==> config.mk <==
export PLATFORM = sky130hd
export DESIGN_NAME = hilo_div_stall_ctrl_flat
export DESIGN_NICKNAME = d
export VERILOG_FILES = /design/src/rtl/hilo_div_stall_ctrl_pkg.sv /design/src/rtl/hilo_div_stall_ctrl_if.sv /design/src/rtl/hilo_div_stall_ctrl_div_core.sv /design/src/rtl/hilo_div_stall_ctrl.sv /design/src/flat_wrapper.sv
export SDC_FILE = /design/constraint.sdc
export NUM_CORES = 1
export LEC_CHECK = 0
export CORE_MARGIN = 2
export CORE_UTILIZATION = 30
export CTS_CLUSTER_DIAMETER = 50
export DETAILED_ROUTE_END_ITERATION = 8
export SLEW_MARGIN = 15
export SYNTH_ARGS = -nofsm -noshare
export SYNTH_HDL_FRONTEND = slang
export SYNTH_SLANG_ARGS = --single-unit
==> constraint.sdc <==
create_clock -name clk -period 3 [get_ports clk]
set_input_delay 0.45 -clock clk [delete_from_list [all_inputs] [get_ports clk]]
set_output_delay 0.45 -clock clk [all_outputs]
set_load 0.02 [all_outputs]
==> src/rtl/hilo_div_stall_ctrl_pkg.sv <==
// Shared definitions for the HI/LO sequencing controller: the stall vector
// patterns, the divider FSM state encoding and the default datapath width.
package cpu_defs_pkg;

    localparam int DIV_DATA_W = 32;

    localparam logic [5:0] STALL_NONE = 6'b000000;
    localparam logic [5:0] STALL_IF   = 6'b000011;
    localparam logic [5:0] STALL_ID   = 6'b000111;
    localparam logic [5:0] STALL_EX   = 6'b001111;
    localparam logic [5:0] STALL_MEM  = 6'b011111;

    typedef enum logic [1:0] {
        S_IDLE    = 2'd0,
        S_DIVZERO = 2'd1,
        S_BUSY    = 2'd2,
        S_DONE    = 2'd3
    } div_state_t;

endpackage

==> src/rtl/hilo_div_stall_ctrl_if.sv <==
// Pipeline-side bundle of the HI/LO controller: stall requests, flush and the
// divide handshake. master = pipeline, slave = controller.
interface hilo_div_stall_ctrl_if #(parameter int DATA_W = 32);
    logic              stallreq_if_i;
    logic              stallreq_id_i;
    logic              stallreq_ex_i;
    logic              stallreq_mem_i;
    logic              flush_i;
    logic              div_start_i;
    logic              div_signed_i;
    logic [DATA_W-1:0] div_opa_i;
    logic [DATA_W-1:0] div_opb_i;
    logic [DATA_W-1:0] div_result_hi_o;
    logic [DATA_W-1:0] div_result_lo_o;
    logic              div_ready_o;
    logic [5:0]        stall_o;

    modport master (
        output stallreq_if_i, stallreq_id_i, stallreq_ex_i, stallreq_mem_i,
               flush_i, div_start_i, div_signed_i, div_opa_i, div_opb_i,
        input  div_result_hi_o, div_result_lo_o, div_ready_o, stall_o
    );

    modport slave (
        input  stallreq_if_i, stallreq_id_i, stallreq_ex_i, stallreq_mem_i,
               flush_i, div_start_i, div_signed_i, div_opa_i, div_opb_i,
        output div_result_hi_o, div_result_lo_o, div_ready_o, stall_o
    );
endinterface

==> src/rtl/hilo_div_stall_ctrl_div_core.sv <==
// Iterative restoring divider datapath: one quotient bit per step.
// HILO_DIV_SIGNED_EN adds magnitude conversion and sign fix-up for DIV.
module hilo_div_stall_ctrl_div_core #(
    parameter int DATA_W = 32,
    parameter int CNT_W  = 6
) (
    input  logic              clk,
    input  logic              rst,
    input  logic              load,
    input  logic              step,
    input  logic              sgn,
    input  logic [DATA_W-1:0] opa,
    input  logic [DATA_W-1:0] opb,
    output logic              last,
    output logic [DATA_W-1:0] fin_quo,
    output logic [DATA_W-1:0] fin_rem
);
    logic [DATA_W-1:0] rem;
    logic [DATA_W-1:0] quo;
    logic [DATA_W-1:0] dvs;
    logic [CNT_W-1:0]  cnt;
    logic [DATA_W-1:0] mag_a;
    logic [DATA_W-1:0] mag_b;
    logic [DATA_W:0]   shifted;
    logic [DATA_W-1:0] diff;
    logic              borrow;
    logic [DATA_W-1:0] rem_nxt;
    logic [DATA_W-1:0] quo_nxt;

    // quo starts as the dividend and fills with quotient bits from the right
    // while dividend bits leave from the left into the partial remainder.
    assign shifted = {rem, quo[DATA_W-1]};
    assign borrow  = shifted < {1'b0, dvs};
    assign diff    = shifted[DATA_W-1:0] - dvs;
    assign rem_nxt = borrow ? shifted[DATA_W-1:0] : diff;
    assign quo_nxt = {quo[DATA_W-2:0], ~borrow};
    assign last    = (cnt == CNT_W'(DATA_W - 1));

`ifdef HILO_DIV_SIGNED_EN
    logic neg_q;
    logic neg_r;

    assign mag_a   = (sgn && opa[DATA_W-1]) ? -opa : opa;
    assign mag_b   = (sgn && opb[DATA_W-1]) ? -opb : opb;
    assign fin_quo = neg_q ? -quo_nxt : quo_nxt;
    assign fin_rem = neg_r ? -rem_nxt : rem_nxt;

    always_ff @(posedge clk) begin
        if (rst) begin
            neg_q <= 1'b0;
            neg_r <= 1'b0;
        end else if (load) begin
            neg_q <= sgn && (opa[DATA_W-1] ^ opb[DATA_W-1]);
            neg_r <= sgn && opa[DATA_W-1];
        end
    end
`else
    logic unused_sgn;
    assign unused_sgn = sgn;
    assign mag_a      = opa;
    assign mag_b      = opb;
    assign fin_quo    = quo_nxt;
    assign fin_rem    = rem_nxt;
`endif

    always_ff @(posedge clk) begin
        if (rst) begin
            rem <= '0;
            quo <= '0;
            dvs <= '0;
            cnt <= '0;
        end else if (load) begin
            rem <= '0;
            quo <= mag_a;
            dvs <= mag_b;
            cnt <= '0;
        end else if (step) begin
            rem <= rem_nxt;
            quo <= quo_nxt;
            cnt <= cnt + 1'b1;
        end
    end
endmodule

==> src/rtl/hilo_div_stall_ctrl.sv <==
// HI/LO sequencing controller: stall arbitration plus the divider FSM.
// Define HILO_DIV_SIGNED_EN to honour div_signed_i (signed DIV).
module hilo_div_stall_ctrl
    import cpu_defs_pkg::*;
#(
    parameter int DATA_W = DIV_DATA_W,
    parameter int CNT_W  = 6
) (
    input  logic                  clk,
    input  logic                  rst,
    hilo_div_stall_ctrl_if.slave  bus
);
    div_state_t        state;
    logic [DATA_W-1:0] hi_q;
    logic [DATA_W-1:0] lo_q;
    logic              ready_q;
    logic              div_stall;
    logic              core_load;
    logic              core_step;
    logic              core_last;
    logic [DATA_W-1:0] fin_quo;
    logic [DATA_W-1:0] fin_rem;
    logic [5:0]        stall;

    // EX is released in DONE so it advances on the same edge the FSM leaves.
    assign div_stall = bus.div_start_i && (state != S_DONE);
    assign core_load = (state == S_IDLE) && bus.div_start_i && !bus.flush_i
                       && (bus.div_opb_i != '0);
    assign core_step = (state == S_BUSY) && bus.div_start_i && !bus.flush_i;

    always_comb begin
        stall = STALL_NONE;
        if (bus.flush_i)                           stall = STALL_NONE;
        else if (bus.stallreq_mem_i)               stall = STALL_MEM;
        else if (bus.stallreq_ex_i || div_stall)   stall = STALL_EX;
        else if (bus.stallreq_id_i)                stall = STALL_ID;
        else if (bus.stallreq_if_i)                stall = STALL_IF;
    end

    hilo_div_stall_ctrl_div_core #(.DATA_W(DATA_W), .CNT_W(CNT_W)) u_div_core (
        .clk     (clk),
        .rst     (rst),
        .load    (core_load),
        .step    (core_step),
        .sgn     (bus.div_signed_i),
        .opa     (bus.div_opa_i),
        .opb     (bus.div_opb_i),
        .last    (core_last),
        .fin_quo (fin_quo),
        .fin_rem (fin_rem)
    );

    always_ff @(posedge clk) begin
        if (rst) begin
            state   <= S_IDLE;
            hi_q    <= '0;
            lo_q    <= '0;
            ready_q <= 1'b0;
        end else begin
            ready_q <= 1'b0;
            if (bus.flush_i) begin
                state <= S_IDLE;
            end else begin
                case (state)
                    S_IDLE: begin
                        if (bus.div_start_i)
                            state <= (bus.div_opb_i == '0) ? S_DIVZERO : S_BUSY;
                    end
                    S_DIVZERO: begin
                        state   <= S_DONE;
                        hi_q    <= '0;
                        lo_q    <= '0;
                        ready_q <= 1'b1;
                    end
                    S_BUSY: begin
                        if (!bus.div_start_i) begin
                            state <= S_IDLE;
                        end else if (core_last) begin
                            state   <= S_DONE;
                            hi_q    <= fin_rem;
                            lo_q    <= fin_quo;
                            ready_q <= 1'b1;
                        end
                    end
                    S_DONE:  state <= S_IDLE;
                    default: state <= S_IDLE;
                endcase
            end
        end
    end

    assign bus.stall_o         = stall;
    assign bus.div_result_hi_o = hi_q;
    assign bus.div_result_lo_o = lo_q;
    assign bus.div_ready_o     = ready_q;
endmodule

==> src/flat_wrapper.sv <==
// flat-port wrapper written by rule: the top's interface ports become plain ports
module hilo_div_stall_ctrl_flat import cpu_defs_pkg::*;
#(
    parameter int DATA_W = DIV_DATA_W,
    parameter int CNT_W  = 6
)
  (clk, rst, bus_stallreq_if_i, bus_stallreq_id_i, bus_stallreq_ex_i, bus_stallreq_mem_i, bus_flush_i, bus_div_start_i, bus_div_signed_i, bus_div_opa_i, bus_div_opb_i, bus_div_result_hi_o, bus_div_result_lo_o, bus_div_ready_o, bus_stall_o);
  hilo_div_stall_ctrl_if #(.DATA_W(DATA_W)) bus_i ();
  input  logic clk;
  input  logic rst;
  input wire logic [$bits(bus_i.stallreq_if_i)-1:0] bus_stallreq_if_i;
  input wire logic [$bits(bus_i.stallreq_id_i)-1:0] bus_stallreq_id_i;
  input wire logic [$bits(bus_i.stallreq_ex_i)-1:0] bus_stallreq_ex_i;
  input wire logic [$bits(bus_i.stallreq_mem_i)-1:0] bus_stallreq_mem_i;
  input wire logic [$bits(bus_i.flush_i)-1:0] bus_flush_i;
  input wire logic [$bits(bus_i.div_start_i)-1:0] bus_div_start_i;
  input wire logic [$bits(bus_i.div_signed_i)-1:0] bus_div_signed_i;
  input wire logic [$bits(bus_i.div_opa_i)-1:0] bus_div_opa_i;
  input wire logic [$bits(bus_i.div_opb_i)-1:0] bus_div_opb_i;
  output wire logic [$bits(bus_i.div_result_hi_o)-1:0] bus_div_result_hi_o;
  output wire logic [$bits(bus_i.div_result_lo_o)-1:0] bus_div_result_lo_o;
  output wire logic [$bits(bus_i.div_ready_o)-1:0] bus_div_ready_o;
  output wire logic [$bits(bus_i.stall_o)-1:0] bus_stall_o;
  assign bus_i.stallreq_if_i = bus_stallreq_if_i;
  assign bus_i.stallreq_id_i = bus_stallreq_id_i;
  assign bus_i.stallreq_ex_i = bus_stallreq_ex_i;
  assign bus_i.stallreq_mem_i = bus_stallreq_mem_i;
  assign bus_i.flush_i = bus_flush_i;
  assign bus_i.div_start_i = bus_div_start_i;
  assign bus_i.div_signed_i = bus_div_signed_i;
  assign bus_i.div_opa_i = bus_div_opa_i;
  assign bus_i.div_opb_i = bus_div_opb_i;
  assign bus_div_result_hi_o = bus_i.div_result_hi_o;
  assign bus_div_result_lo_o = bus_i.div_result_lo_o;
  assign bus_div_ready_o = bus_i.div_ready_o;
  assign bus_stall_o = bus_i.stall_o;
  hilo_div_stall_ctrl #(.DATA_W(DATA_W), .CNT_W(CNT_W)) u_core (.clk(clk), .rst(rst), .bus(bus_i));
endmodule
Word level (Yosys, flattened, before mapping)

Cells that the tools add are included.

Bits in registers: 169
Latch bits: 0
Memory bits (writable): 0
ROM bits: 0
Input port bits: 73
Output and inout port bits: 71
Word-level logic and storage cells: 61
Memories: 0

Add/sub/neg operators: 2
$mul: 0
Div/mod/pow operators: 0
$lt $le $gt $ge: 1
Equal/unequal tests: 9
Shift-type cells: 0
Mux-type cells: 22
Bitwise operators: 2
Reduce and logical (&&, ||, !) cells: 17

Operators by type and width:

| kind                                                  | count |
|---|---|
| two-way mux 32 bit                                    | 7 |
| case mux 32 bit (2 select lines)                      | 2 |
| < comparator 33 x 32 -> 1 bit                         | 1 |
| logical NOT 32 bit                                    | 1 |
| nonzero test 32 bit                                   | 1 |
| subtractor 32 bit                                     | 1 |
| two-way mux 6 bit                                     | 4 |
| two-way mux 2 bit                                     | 5 |
| case mux 2 bit (4 select lines)                       | 1 |
| adder 6 x 1 -> 6 bit, second input constant           | 1 |
| equality test 6 x 5 -> 1 bit, second input constant   | 1 |
| logical AND 1 bit                                     | 6 |
| inequality test 2 bit, second input constant          | 3 |
| equality test 2 bit, second input constant            | 2 |
| AND reduction 4 bit                                   | 1 |
| nonzero test 2 bit                                    | 2 |
| OR reduction 2 bit                                    | 2 |
| inequality test 3 x 2 -> 1 bit, second input constant | 1 |
| equality test 2 x 1 -> 1 bit, second input constant   | 1 |
| logical NOT 2 bit                                     | 1 |
| two-way mux 1 bit                                     | 2 |
| inequality test 2 x 1 -> 1 bit, second input constant | 1 |
| NOT 1 bit                                             | 2 |
| case mux 1 bit (2 select lines)                       | 1 |
| other kinds (3)                                       | 3 |

Depth between registers and ports, before layout

Word-level depth: 6
Gate-level depth with buffers: 12
Mapped depth without buffers: 12

Cells and area by module

From an unflattened synthesis, not the netlist that was laid out.

Cells, all modules: 1,199
Area total of the unflattened synthesis: 9,436.6 sq um

By module, submodules not included:

| module                       | times used | cells each | area each (sq um) | seq. area each (sq um) |
|---|---|---|---|---|
| hilo_div_stall_ctrl_div_core | 1          | 858        | 6,588.8           | 2,042.0 |
| hilo_div_stall_ctrl          | 1          | 341        | 2,847.7           | 1,341.3 |

Least setup slack after synthesis

OpenSTA, ideal clock, no wires.

Kind: reg2reg
From: register u_core.u_div_core.dvs[7]
To: register u_core.u_div_core.rem[28]
Library setup time: 0.088 ns
Arrival: 2.439 ns
Data required time: 2.912 ns
Slack: 0.473 ns
Cell stages (with the launch flop): 11
Buffers on the path: 0
Period minus slack after synthesis: 2.527 ns
Path through: dfxtp_1 inv_1 ha_1 a21oi_2 a22oi_2 a21boi_1 a2bb2oi_1 a221o_1 or4_1 and4_4 o32ai_2

Longest elaborated chain between the ends: 2
Elaborated cells on any way between the ends: 3
Classes of those cells: add/sub (1); order compare (1); mux (1)

RTL lines:

| what                                                                      | line                                                                   | RTL |
|---|---|---|
| from (decl)                                                               | hilo_div_stall_ctrl_div_core.sv:20                                     | `logic [DATA_W-1:0] dvs;` |
| from (signal assigned)                                                    | hilo_div_stall_ctrl_div_core.sv:75                                     | `dvs <= mag_b;` |
| subtractor 32 bit / < comparator 33 x 32 -> 1 bit (equally long branches) | hilo_div_stall_ctrl_div_core.sv:34, hilo_div_stall_ctrl_div_core.sv:33 |  |
| two-way mux 32 bit (*)                                                    | hilo_div_stall_ctrl_div_core.sv:35                                     | `assign rem_nxt = borrow ? shifted[DATA_W-1:0] : diff;` |
| to (signal assigned)                                                      | hilo_div_stall_ctrl_div_core.sv:78                                     | `rem <= rem_nxt;` |
| to (decl)                                                                 | hilo_div_stall_ctrl_div_core.sv:18                                     | `logic [DATA_W-1:0] rem;` |

Mark *: on every way between the ends. The rest lies on a longest branch, timed or not.
A chain may end at the register's enable or synchronous reset.

Worst setup path in the final report

From: register u_core.u_div_core.dvs[14]
To: register u_core.u_div_core.rem[0]

Longest elaborated chain between the ends: 2

RTL lines:

| what                          | line                               | RTL |
|---|---|---|
| < comparator 33 x 32 -> 1 bit | hilo_div_stall_ctrl_div_core.sv:33 | `assign borrow = shifted < {1'b0, dvs};` |
| two-way mux 32 bit            | hilo_div_stall_ctrl_div_core.sv:35 |  |

No other way between the ends.

==> qor.txt <==
Status - finished clean
CP max FO - 15
# IOs - 144
Chip width - 172 µm
Net count after synthesis - 1141
Total track usage - 0.170
DR pass1 iterations - 7
Min-Delay Path Class - in2reg
Inst Count DP - 1524
Final hold viol count - 0
F_max - 350 MHz
Vias - 7734
Final Max Slew Viols - 0
Place WS - 135 ps
Most frequent cell after synthesis - dfxtp_1
DIE AREA - 29700 µm²
Die Y - 172 µm
Maxcap violations - 0
Fin worst setup slack - 146 ps
RR Startpoint - u_core.u_div_core.dvs[14]
Placed Instance Area - 10500 µm²
Synth warn - 0
Crit end category - flop
H-tree Lvls - 4
Congestion Overflow GR - 0
Post-Syn Instances - 1029
Max incr delay on CP - 430 ps
Initial antenna violation count - 1
Sequential share of the synthesized area - 0.398
Synth top area cells - dfxtp_1, mux2i_1, nor2_1
Detailed placer's ending HPWL - 18000 µm
RSZ-0062 raised after global routing - no
Core ar. - 27900 µm²
Crit Reg-Reg Endpoint - u_core.u_div_core.rem[0]
Synth unique cells - 68
Row count - 61
Nets - 1277
First-pass GRT wire length - 39900 µm
FFs w/ async S/R, synth - 0
Clock Pin Slew Worst Setup and Hold Paths - 70 ps
Power Total - 5.78 mW
Maximum vdd ir drop - 0.244 mV
Final ANT Viol Nets - 0
P&R area growth vs syn - 30.3%
Post-layout min period - 2850 ps
Post-synth EDFFs - 0
Buffers on Ports - 141
R2r setup slk - 150 ps
Largest net degree at the start of global routing - 75
CTS tree - built
Total Neg Setup Slack - 0 ps
Syn Std Cell Area - 8510 µm²
Clk_skew - 13.3 ps
GPL Wtd Cong - 0.835
Critical path data arrival time - 3210 ps
Hold Worst Slack - 403 ps
Period utilization - 0.951
Initial Util - 0.305
Non-filler cells in the finished layout - 1557
WS Path Type - reg2reg
Clock buffer depth - 2
Critical path's slowest cell - ha_1
Wirelength per Cell - 15.8 µm
Synth top cells by count - dfxtp_1, nor2_1, nand2_1
Final Instance Area - 11100 µm²
Routed vias/inst - 4.97
CTS Root Cell - clkbuf_16
Post-route DRC - 0
Clock latency at the later pin of the worst-skew pair - 430 ps
Hold path startpoint - rst
Worst Hold Depth - 2
Crit path cell chain - inv_1, ha_1, a21oi_1, o21a_1, a41o_1, a31oi_2, a21oi_2, o21ai_4, buf_12, mux2_1, o22ai_1
Syn Area/Cell - 8.27 µm²
Final setup vio count - 0
FF+latch count, synth - 169
Crit start category - flop
Area leader, netlist - dfxtp_1
Relative slew slack - 0.245
Clk sinks - 169
Num CTS Buffers - 17
Iter 0 DRT Violations - 385
Pwr dens - 522 nW/µm²
Primary FF master, synth - dfxtp_1
WP data required - 3360 ps
Synth top area share - 0.398
Leak pwr - 4.32 nW
Worst slew pin tran - 1130 ps
Reg2reg path depth - 11
Number of global-route vias before repair - 7565
Share of layout cells above drive strength 1 - 0.0789
Final core occ - 0.398
Worst hold endpoint - u_core.bus.div_result_lo_o[1]
Routed WL - 24600 µm
## metal layers
layer  up-vias  GRT usage  wire (µm)
li1       3907          -          -
met1      3584      0.208      10900
met2       212      0.285      11400
met3        31     0.0536       1800
met4         0     0.0512        563
met5         -          0          0
## how the worst max path moves through the flow
| stage | from | endpoint | slack, ps | cells after the start |
|---|---|---|---|---|
| after CTS | u_core.u_div_core.quo[31] | u_core.bus.div_result_hi_o[24] | 160 | 11 |
| after global routing | u_core.u_div_core.dvs[7] | u_core.u_div_core.rem[28] | 7 | 10 |
| after global placement | bus_flush_i | u_core.bus.div_result_hi_o[30] | 180 | 7 |
| after detailed placement | bus_flush_i | u_core.bus.div_result_lo_o[17] | 130 | 7 |
| final | u_core.u_div_core.dvs[14] | u_core.u_div_core.rem[0] | 150 | 11 |
| after floorplan | u_core.u_div_core.dvs[7] | u_core.u_div_core.rem[28] | 470 | 10 |
## where the power goes
part,switching [mW],total [mW],internal (mW)
registers,0.0466,2.35,2.31
clock network,1.10,2.23,1.13
logic,0.649,1.20,0.551
total,1.80,5.78,3.99
## cells in the final DEF (no fill, tap or decap), types with 6 or more instances in the layout
cell type        count
buf_4               38
a21o_1              14
clkbuf_16           17
a311oi_1            32
xor2_1              11
nor4_1               9
nand4_1              9
inv_6                8
nor2b_1              8
mux2i_1             61
and3_1               6
inv_1               45
nor2_1             131
xnor2_1             16
nand3_1             11
nand2b_1             7
nor3_1               7
o21ai_1             37
dfxtp_1            169
nand2_1            132
o21ai_0             41
a22oi_1             34
a21oi_1             58
ha_1                37
clkdlybuf4s50_1    140
## critical path, delay by kind of cell, from the launching register on
kind                     cells  cell delay (ps)
flip-flops                   1              400
AO/OA/AOI/OAI                7             1300
adder cells (fa/ha/maj)      1              430
multiplexers                 1              410
buffers and inverters        2              260
## cells by family after synthesis
kind of cell | count (synthesis) | share of synthesized area
adder cells (fa/ha/maj) | 39 | 0.0583
XOR/XNOR | 27 | 0.0278
other | 1 | 0.000441
multiplexers | 62 | 0.0731
buffers and inverters | 109 | 0.0506
AND/OR/NAND/NOR | 350 | 0.180
flip-flops | 169 | 0.398
AO/OA/AOI/OAI | 272 | 0.212
## timing repair
action,CTS,global route
gates resized for setup,0,3
buffers inserted,0,0
hold buffers,0,0
endpoints found under the setup margin,0,4
## registers in the layout, summed over array words and instances (netlist names)
name / cells
u_core.u_div_core.dvs: 32
u_core.bus.div_result_lo_o: 32
u_core.bus.div_ready_o: 1
u_core.u_div_core.cnt: 6
u_core.state: 2
u_core.u_div_core.quo: 32
u_core.bus.div_result_hi_o: 32
u_core.u_div_core.rem: 32
## area by class of cell
cell class / instances / area, µm²
Sequential cell: 169 / 3380
Fill cell: 2895 / 16800
Tap cell: 378 / 473
Timing Repair Buffer: 181 / 1750
Inverter: 45 / 169
Multi-Input combinational cell: 751 / 4720
Clock inverter: 15 / 164
Antenna cell: 1 / 2.50
Clock buffer: 17 / 425
Note: power is estimated with default switching activity, not from simulation.
